[src/rtl/uart_pkg.sv]
// Shared UART definitions: frame sequencer states, line levels and the
// default bit period used by the baud generator that paces the transmitter.
package uart_pkg;

    typedef enum logic [2:0] {
        IDLE   = 3'd0,
        ARM    = 3'd1,
        START  = 3'd2,
        DATA   = 3'd3,
        PARITY = 3'd4,
        STOP   = 3'd5
    } uart_state_t;

    localparam logic LINE_IDLE  = 1'b1;
    localparam logic LINE_START = 1'b0;

    localparam int CLK_PER_BIT_DEF = 16;

endpackage : uart_pkg

[src/rtl/uart_tx_ctrl.sv]
// UART transmit frame sequencer: start, DATA_BITS data (LSB first), optional
// parity (macro UART_PARITY_EN), STOP_BITS stop bits, each paced by tick.
//
// state  | meaning
// IDLE   | line high, waiting for a byte; ticks ignored
// ARM    | byte latched, waiting for next tick to align the frame
// START  | start bit on the line
// DATA   | data bits on the line, LSB first
// PARITY | parity bit on the line (UART_PARITY_EN only)
// STOP   | stop bit(s) on the line
module uart_tx_ctrl
    import uart_pkg::*;
#(
    parameter int DATA_BITS  = 8,
    parameter int STOP_BITS  = 1,
    parameter int PARITY_ODD = 0
) (
    input  logic                 clk,
    input  logic                 reset,
    input  logic                 tick,
    input  logic [DATA_BITS-1:0] in_data,
    input  logic                 in_valid,
    output logic                 in_ready,
    output logic                 tx,
    output logic                 busy,
    output logic                 done
);

    localparam int CNT_W = $clog2(DATA_BITS);
    localparam logic [CNT_W-1:0] LAST_BIT  = CNT_W'(DATA_BITS - 1);
    localparam logic             LAST_STOP = 1'(STOP_BITS - 1);

    if (DATA_BITS < 5 || DATA_BITS > 8) begin : g_bad_data_bits
        $error("uart_tx_ctrl: DATA_BITS must be 5..8");
    end
    if (STOP_BITS != 1 && STOP_BITS != 2) begin : g_bad_stop_bits
        $error("uart_tx_ctrl: STOP_BITS must be 1 or 2");
    end
    if (PARITY_ODD != 0 && PARITY_ODD != 1) begin : g_bad_parity_odd
        $error("uart_tx_ctrl: PARITY_ODD must be 0 or 1");
    end

    uart_state_t            r_state;
    logic [DATA_BITS-1:0]   r_shreg;
    logic [CNT_W-1:0]       r_cnt;
    logic                   r_stop_cnt;
    logic                   r_tx;
    logic                   r_ready;
    logic                   r_busy;
    logic                   r_done;
`ifdef UART_PARITY_EN
    logic                   r_parity;
`endif

    always_ff @(posedge clk) begin
        if (reset) begin
            r_state    <= IDLE;
            r_shreg    <= '0;
            r_cnt      <= '0;
            r_stop_cnt <= 1'b0;
            r_tx       <= LINE_IDLE;
            r_ready    <= 1'b1;
            r_busy     <= 1'b0;
            r_done     <= 1'b0;
`ifdef UART_PARITY_EN
            r_parity   <= 1'b0;
`endif
        end else begin
            r_done <= 1'b0;
            case (r_state)
                IDLE: begin
                    r_tx <= LINE_IDLE;
                    if (in_valid && r_ready) begin
                        r_shreg <= in_data;
`ifdef UART_PARITY_EN
                        r_parity <= (^in_data) ^ 1'(PARITY_ODD);
`endif
                        r_state <= ARM;
                        r_ready <= 1'b0;
                        r_busy  <= 1'b1;
                    end
                end
                // A tick on the accept edge is seen in IDLE and so never starts the frame.
                ARM: begin
                    if (tick) begin
                        r_state <= START;
                        r_tx    <= LINE_START;
                    end
                end
                START: begin
                    if (tick) begin
                        r_state <= DATA;
                        r_tx    <= r_shreg[0];
                        r_shreg <= r_shreg >> 1;
                        r_cnt   <= '0;
                    end
                end
                DATA: begin
                    if (tick) begin
                        if (r_cnt == LAST_BIT) begin
                            r_stop_cnt <= 1'b0;
`ifdef UART_PARITY_EN
                            r_state <= PARITY;
                            r_tx    <= r_parity;
`else
                            r_state <= STOP;
                            r_tx    <= LINE_IDLE;
`endif
                        end else begin
                            r_tx    <= r_shreg[0];
                            r_shreg <= r_shreg >> 1;
                            r_cnt   <= r_cnt + 1'b1;
                        end
                    end
                end
`ifdef UART_PARITY_EN
                PARITY: begin
                    if (tick) begin
                        r_state <= STOP;
                        r_tx    <= LINE_IDLE;
                    end
                end
`endif
                STOP: begin
                    if (tick) begin
                        if (r_stop_cnt == LAST_STOP) begin
                            r_state <= IDLE;
                            r_done  <= 1'b1;
                            r_ready <= 1'b1;
                            r_busy  <= 1'b0;
                        end else begin
                            r_stop_cnt <= r_stop_cnt + 1'b1;
                        end
                    end
                end
                default: begin
                    r_state <= IDLE;
                    r_tx    <= LINE_IDLE;
                    r_ready <= 1'b1;
                    r_busy  <= 1'b0;
                end
            endcase
        end
    end

    assign in_ready = r_ready;
    assign tx       = r_tx;
    assign busy     = r_busy;
    assign done     = r_done;

endmodule : uart_tx_ctrl

[config.mk]
export PLATFORM = sky130hd
export DESIGN_NAME = uart_tx_ctrl
export DESIGN_NICKNAME = d
export VERILOG_FILES = /design/src/rtl/uart_pkg.sv /design/src/rtl/uart_tx_ctrl.sv
export SDC_FILE = /design/constraint.sdc
export NUM_CORES = 1
export LEC_CHECK = 0
export CORE_MARGIN = 2
export CORE_UTILIZATION = 40
export DETAILED_ROUTE_END_ITERATION = 7
export GPL_ROUTABILITY_DRIVEN = 0
export HOLD_SLACK_MARGIN = 0.06
export PLACE_DENSITY = 0.68
export SLEW_MARGIN = 20
export SYNTH_ARGS = -nofsm -noshare
export SYNTH_HDL_FRONTEND = slang
export SYNTH_SLANG_ARGS = --single-unit
[constraint.sdc]
create_clock -name clk -period 1.7 [get_ports clk]
set_input_delay 0.255 -clock clk [delete_from_list [all_inputs] [get_ports clk]]
set_output_delay 0.255 -clock clk [all_outputs]
set_load 0.01 [all_outputs]
==> results.yml <==
outcome:
  outcome: "finished with violations"
  violations: "negative setup slack"
yosys:
  seq_area_frac_synth: 0.406
  synth_edf_count: 0
  synth.avg_cell_area_um2: 8.71
  synth_seq_cells: 18
  async_reset_ff_frac: 0
  synth_top_area_share: 0.406
  synth_nets: 116
  yosys.area.top_type: "dfxtp_1"
  synth_flop_cell: "dfxtp_1"
  ys_types: 28
  postSynthCellCount: 102
  ys_warn_count: 0
  syn-cell-area_um2: 888
  synth.area.top_cells: "dfxtp_1 (41%), nand2_1 (7.2%), nor2_1 (5.1%), a311oi_1 (4.9%), a21oi_1 (3.9%)"
power:
  p_sw_frac: 0.288
  pwr-share-comb: 0.323
  p_clk_frac: 0.234
  p_leak_uw: 0.000510
  seqPwrFrac: 0.443
  peakVddDrop_v: 0.000534
  p_switching_uw: 329
  p_int_uw: 815
  powerDensity_nw_per_um2: 910
setup_path:
  startpoint: "r_cnt[0]$_SDFFE_PP0P_"
  path_class: "flip-flop to flip-flop"
  cp.arrival_ps: 1960
  cp_common_cell: "ha_4"
  path_buf_inv: 2
  worstPathRequired_ps: 1910
  max_stage_delay_ps: 350
  rr_startpoint: "r_cnt[0]$_SDFFE_PP0P_"
  cp_top_family: "compound AO/OA/AOI/OAI gates"
  cp.depth: 8
  endpoint: "r_shreg[5]$_SDFFE_PP0P_"
  reg2reg_depth: 8
  r2r_end: "r_shreg[5]$_SDFFE_PP0P_"
  r2r_slack_ps: -60
  critPathMaxFanout: 7
  crit_chain: "ha_4 > ha_4 > nand2b_4 > a2111oi_4 > buf_4 > buf_12 > nor2_1 > a311oi_1"
  end_kind: "flip-flop"
  startpoint_type: "flip-flop"
  cp_slowest_cell: "dfxtp_2"
cts:
  clkSlewWorstSetupHoldPaths_ps: 110
  numClockSinks: 18
  tritoncts: "built"
  clk_latency_ps: 290
  cts_buffers: 3
  hold_buffers: 0
  max-clock-path-buffers: 2
  root_buffer: "clkbuf_4"
  h-tree-depth: 1
final_layout:
  multiInputGateArea_um2: 519
  fin_area_um2: 1260
  syn2layout_area_growth_pct: 41.5
  nets: 143
  fillers: 198
  drive_gt1_frac: 0.250
  n_antenna_cell: 0
  seq_area_um2: 363
placement:
  post-dp-hpwl_um: 1340
  dpl_cell_area_um2: 1150
  io_buffers: 15
timing:
  hold_ws_ps: 481
  rsz0062_at_grt: "true"
  maxSlewHeadroom: 0.714
  worst_pin_slew_ps: 428
  slew_violations: 0
  fmax_ghz: 0.569
  finClkSkew_ps: 1.18
  hold_violations: 0
  setup_slack_ps: -58.5
  fin_crit_ps: 1760
  finalSetupViolations: 8
  fin_crit_sh: 1.03
route:
  via_per_inst: 5.18
  post-route-drc-count: 0
  drt_iter0_markers: 6
  routedWlPerCell_um: 12.0
  first_pass_iters: 3
  num_vias: 808
  wirelength_um: 1870
  postRouteAntennaNets: 0
die:
  pin_count: 16
  fp.dieW_um: 51.1
  core-area_um2: 2150
  dieHeight_um: 51.1
  initial_core_util: 0.414
  die-area_um2: 2610
  num_rows: 17
worst_hold_path:
  hp-class: "flip-flop to flip-flop"
  min_from: "r_shreg[7]$_SDFFE_PP0P_"
global_route:
  track_usage: 0.156
  grt-ovfl-total: 0
  antenna_found_initial: 0
  grt_pass1_vias: 764
  grt_pass1_wl_um: 3160
  grt_max_degree: 15
run:
  drv_cap: 0
==> synthesized netlist by cell type (2+ instances only) <==
master    count
buf_4         2
and3_1        2
nand3_1       2
buf_2         2
a21oi_1       7
ha_1          2
dfxtp_1      18
a311oi_2      2
nor2_1       12
mux2i_1       3
nand2b_1      5
o21ai_0       3
nor3_1        3
clkbuf_1      3
a311oi_1      5
nor2b_1       3
nand2_1      17
==> routing by layer <==
layer | track usage | vias to the layer above | part of all wire
li1 | - | 410 | -
met1 | 0.181 | 380 | 0.44
met2 | 0.286 | 15 | 0.51
met3 | 0.0175 | 3 | 0.036
met4 | 0.0676 | 0 | 0.010
met5 | 0 | - | 0
==> tightest hold or removal path, cell delays in order, from the launching register on <==
cell and delay (ps):
dfxtp_1 320, nand2b_1 60, a21oi_1 60
==> cell usage in the layout (no fill, tap or decap), types with 3 or more instances in the layout <==
master	n
nand2b_1	5
buf_4	11
nor2_1	10
nor3_1	3
nand2_1	17
mux2i_1	3
clkdlybuf4s50_1	15
o21ai_0	3
a311oi_1	5
clkbuf_4	3
a21oi_1	7
dfxtp_1	16
==> kinds of logic after synthesis <==
kind of cell	count (synthesis)	share of synthesized area
DFF	18	0.406
AOI/OAI and AO/OA	22	0.213
adders and majority gates	2	0.0282
and+or+nand+nor	48	0.262
muxes	3	0.0338
buffers and inverters	9	0.0577
==> power by group through the flow <==
stage	clock (uW)	combinational [uW]	sequential (uW)
floorplan	0	192	514
global placement	0	282	517
detailed placement	0	290	517
CTS	274	316	507
global route	287	405	513
finish	268	369	507
==> through the flow <==
stage | total power, uW | utilization | instances | setup TNS, ps | setup slack (ps)
after floorplan | 706 | - | 102 | 0 | 33.4
after global placement | 799 | 0.535 | 146 | -295 | -62.0
after detailed placement | 806 | 0.535 | 146 | -523 | -130
after CTS | 1100 | 0.562 | 153 | -163 | -37.3
after global routing | 1210 | 0.585 | 156 | -1040 | -165
final | 1140 | 0.585 | 156 | -349 | -58.5
==> how the worst min path moves through the flow <==
stage	end	depth (start not counted)
global route	r_shreg[7]$_SDFFE_PP0P_	2
CTS	r_shreg[7]$_SDFFE_PP0P_	2
finish	r_shreg[7]$_SDFFE_PP0P_	2
detailed placement	busy$_SDFFE_PP0P_	1
global placement	busy$_SDFFE_PP0P_	1
floorplan	r_shreg[3]$_SDFFE_PP0P_	1
==> layout make-up <==
cell class | instances | area share
Clock buffer | 4 | 0.0289
Inverter | 1 | 0.00299
Multi-Input combinational cell | 75 | 0.413
Sequential cell | 18 | 0.289
Tap cell | 28 | 0.0279
Timing Repair Buffer | 30 | 0.239
==> flip-flops by register name (all words and copies together) (netlist names) <==
name / cells
tx: 1
busy: 1
r_cnt: 3
r_state: 3
done: 1
in_ready: 1
r_shreg: 8
==> repair_timing <==
| action | in CTS | in global routing |
|---|---|---|
| gates cloned | 0 | 1 |
| pin swaps | 1 | 3 |
| hold endpoints to repair | 0 | 0 |
| endpoints found under the setup margin | 5 | 11 |
| resized for setup | 0 | 3 |
| setup buffers | 3 | 2 |
(Power assumes the default switching activity.)
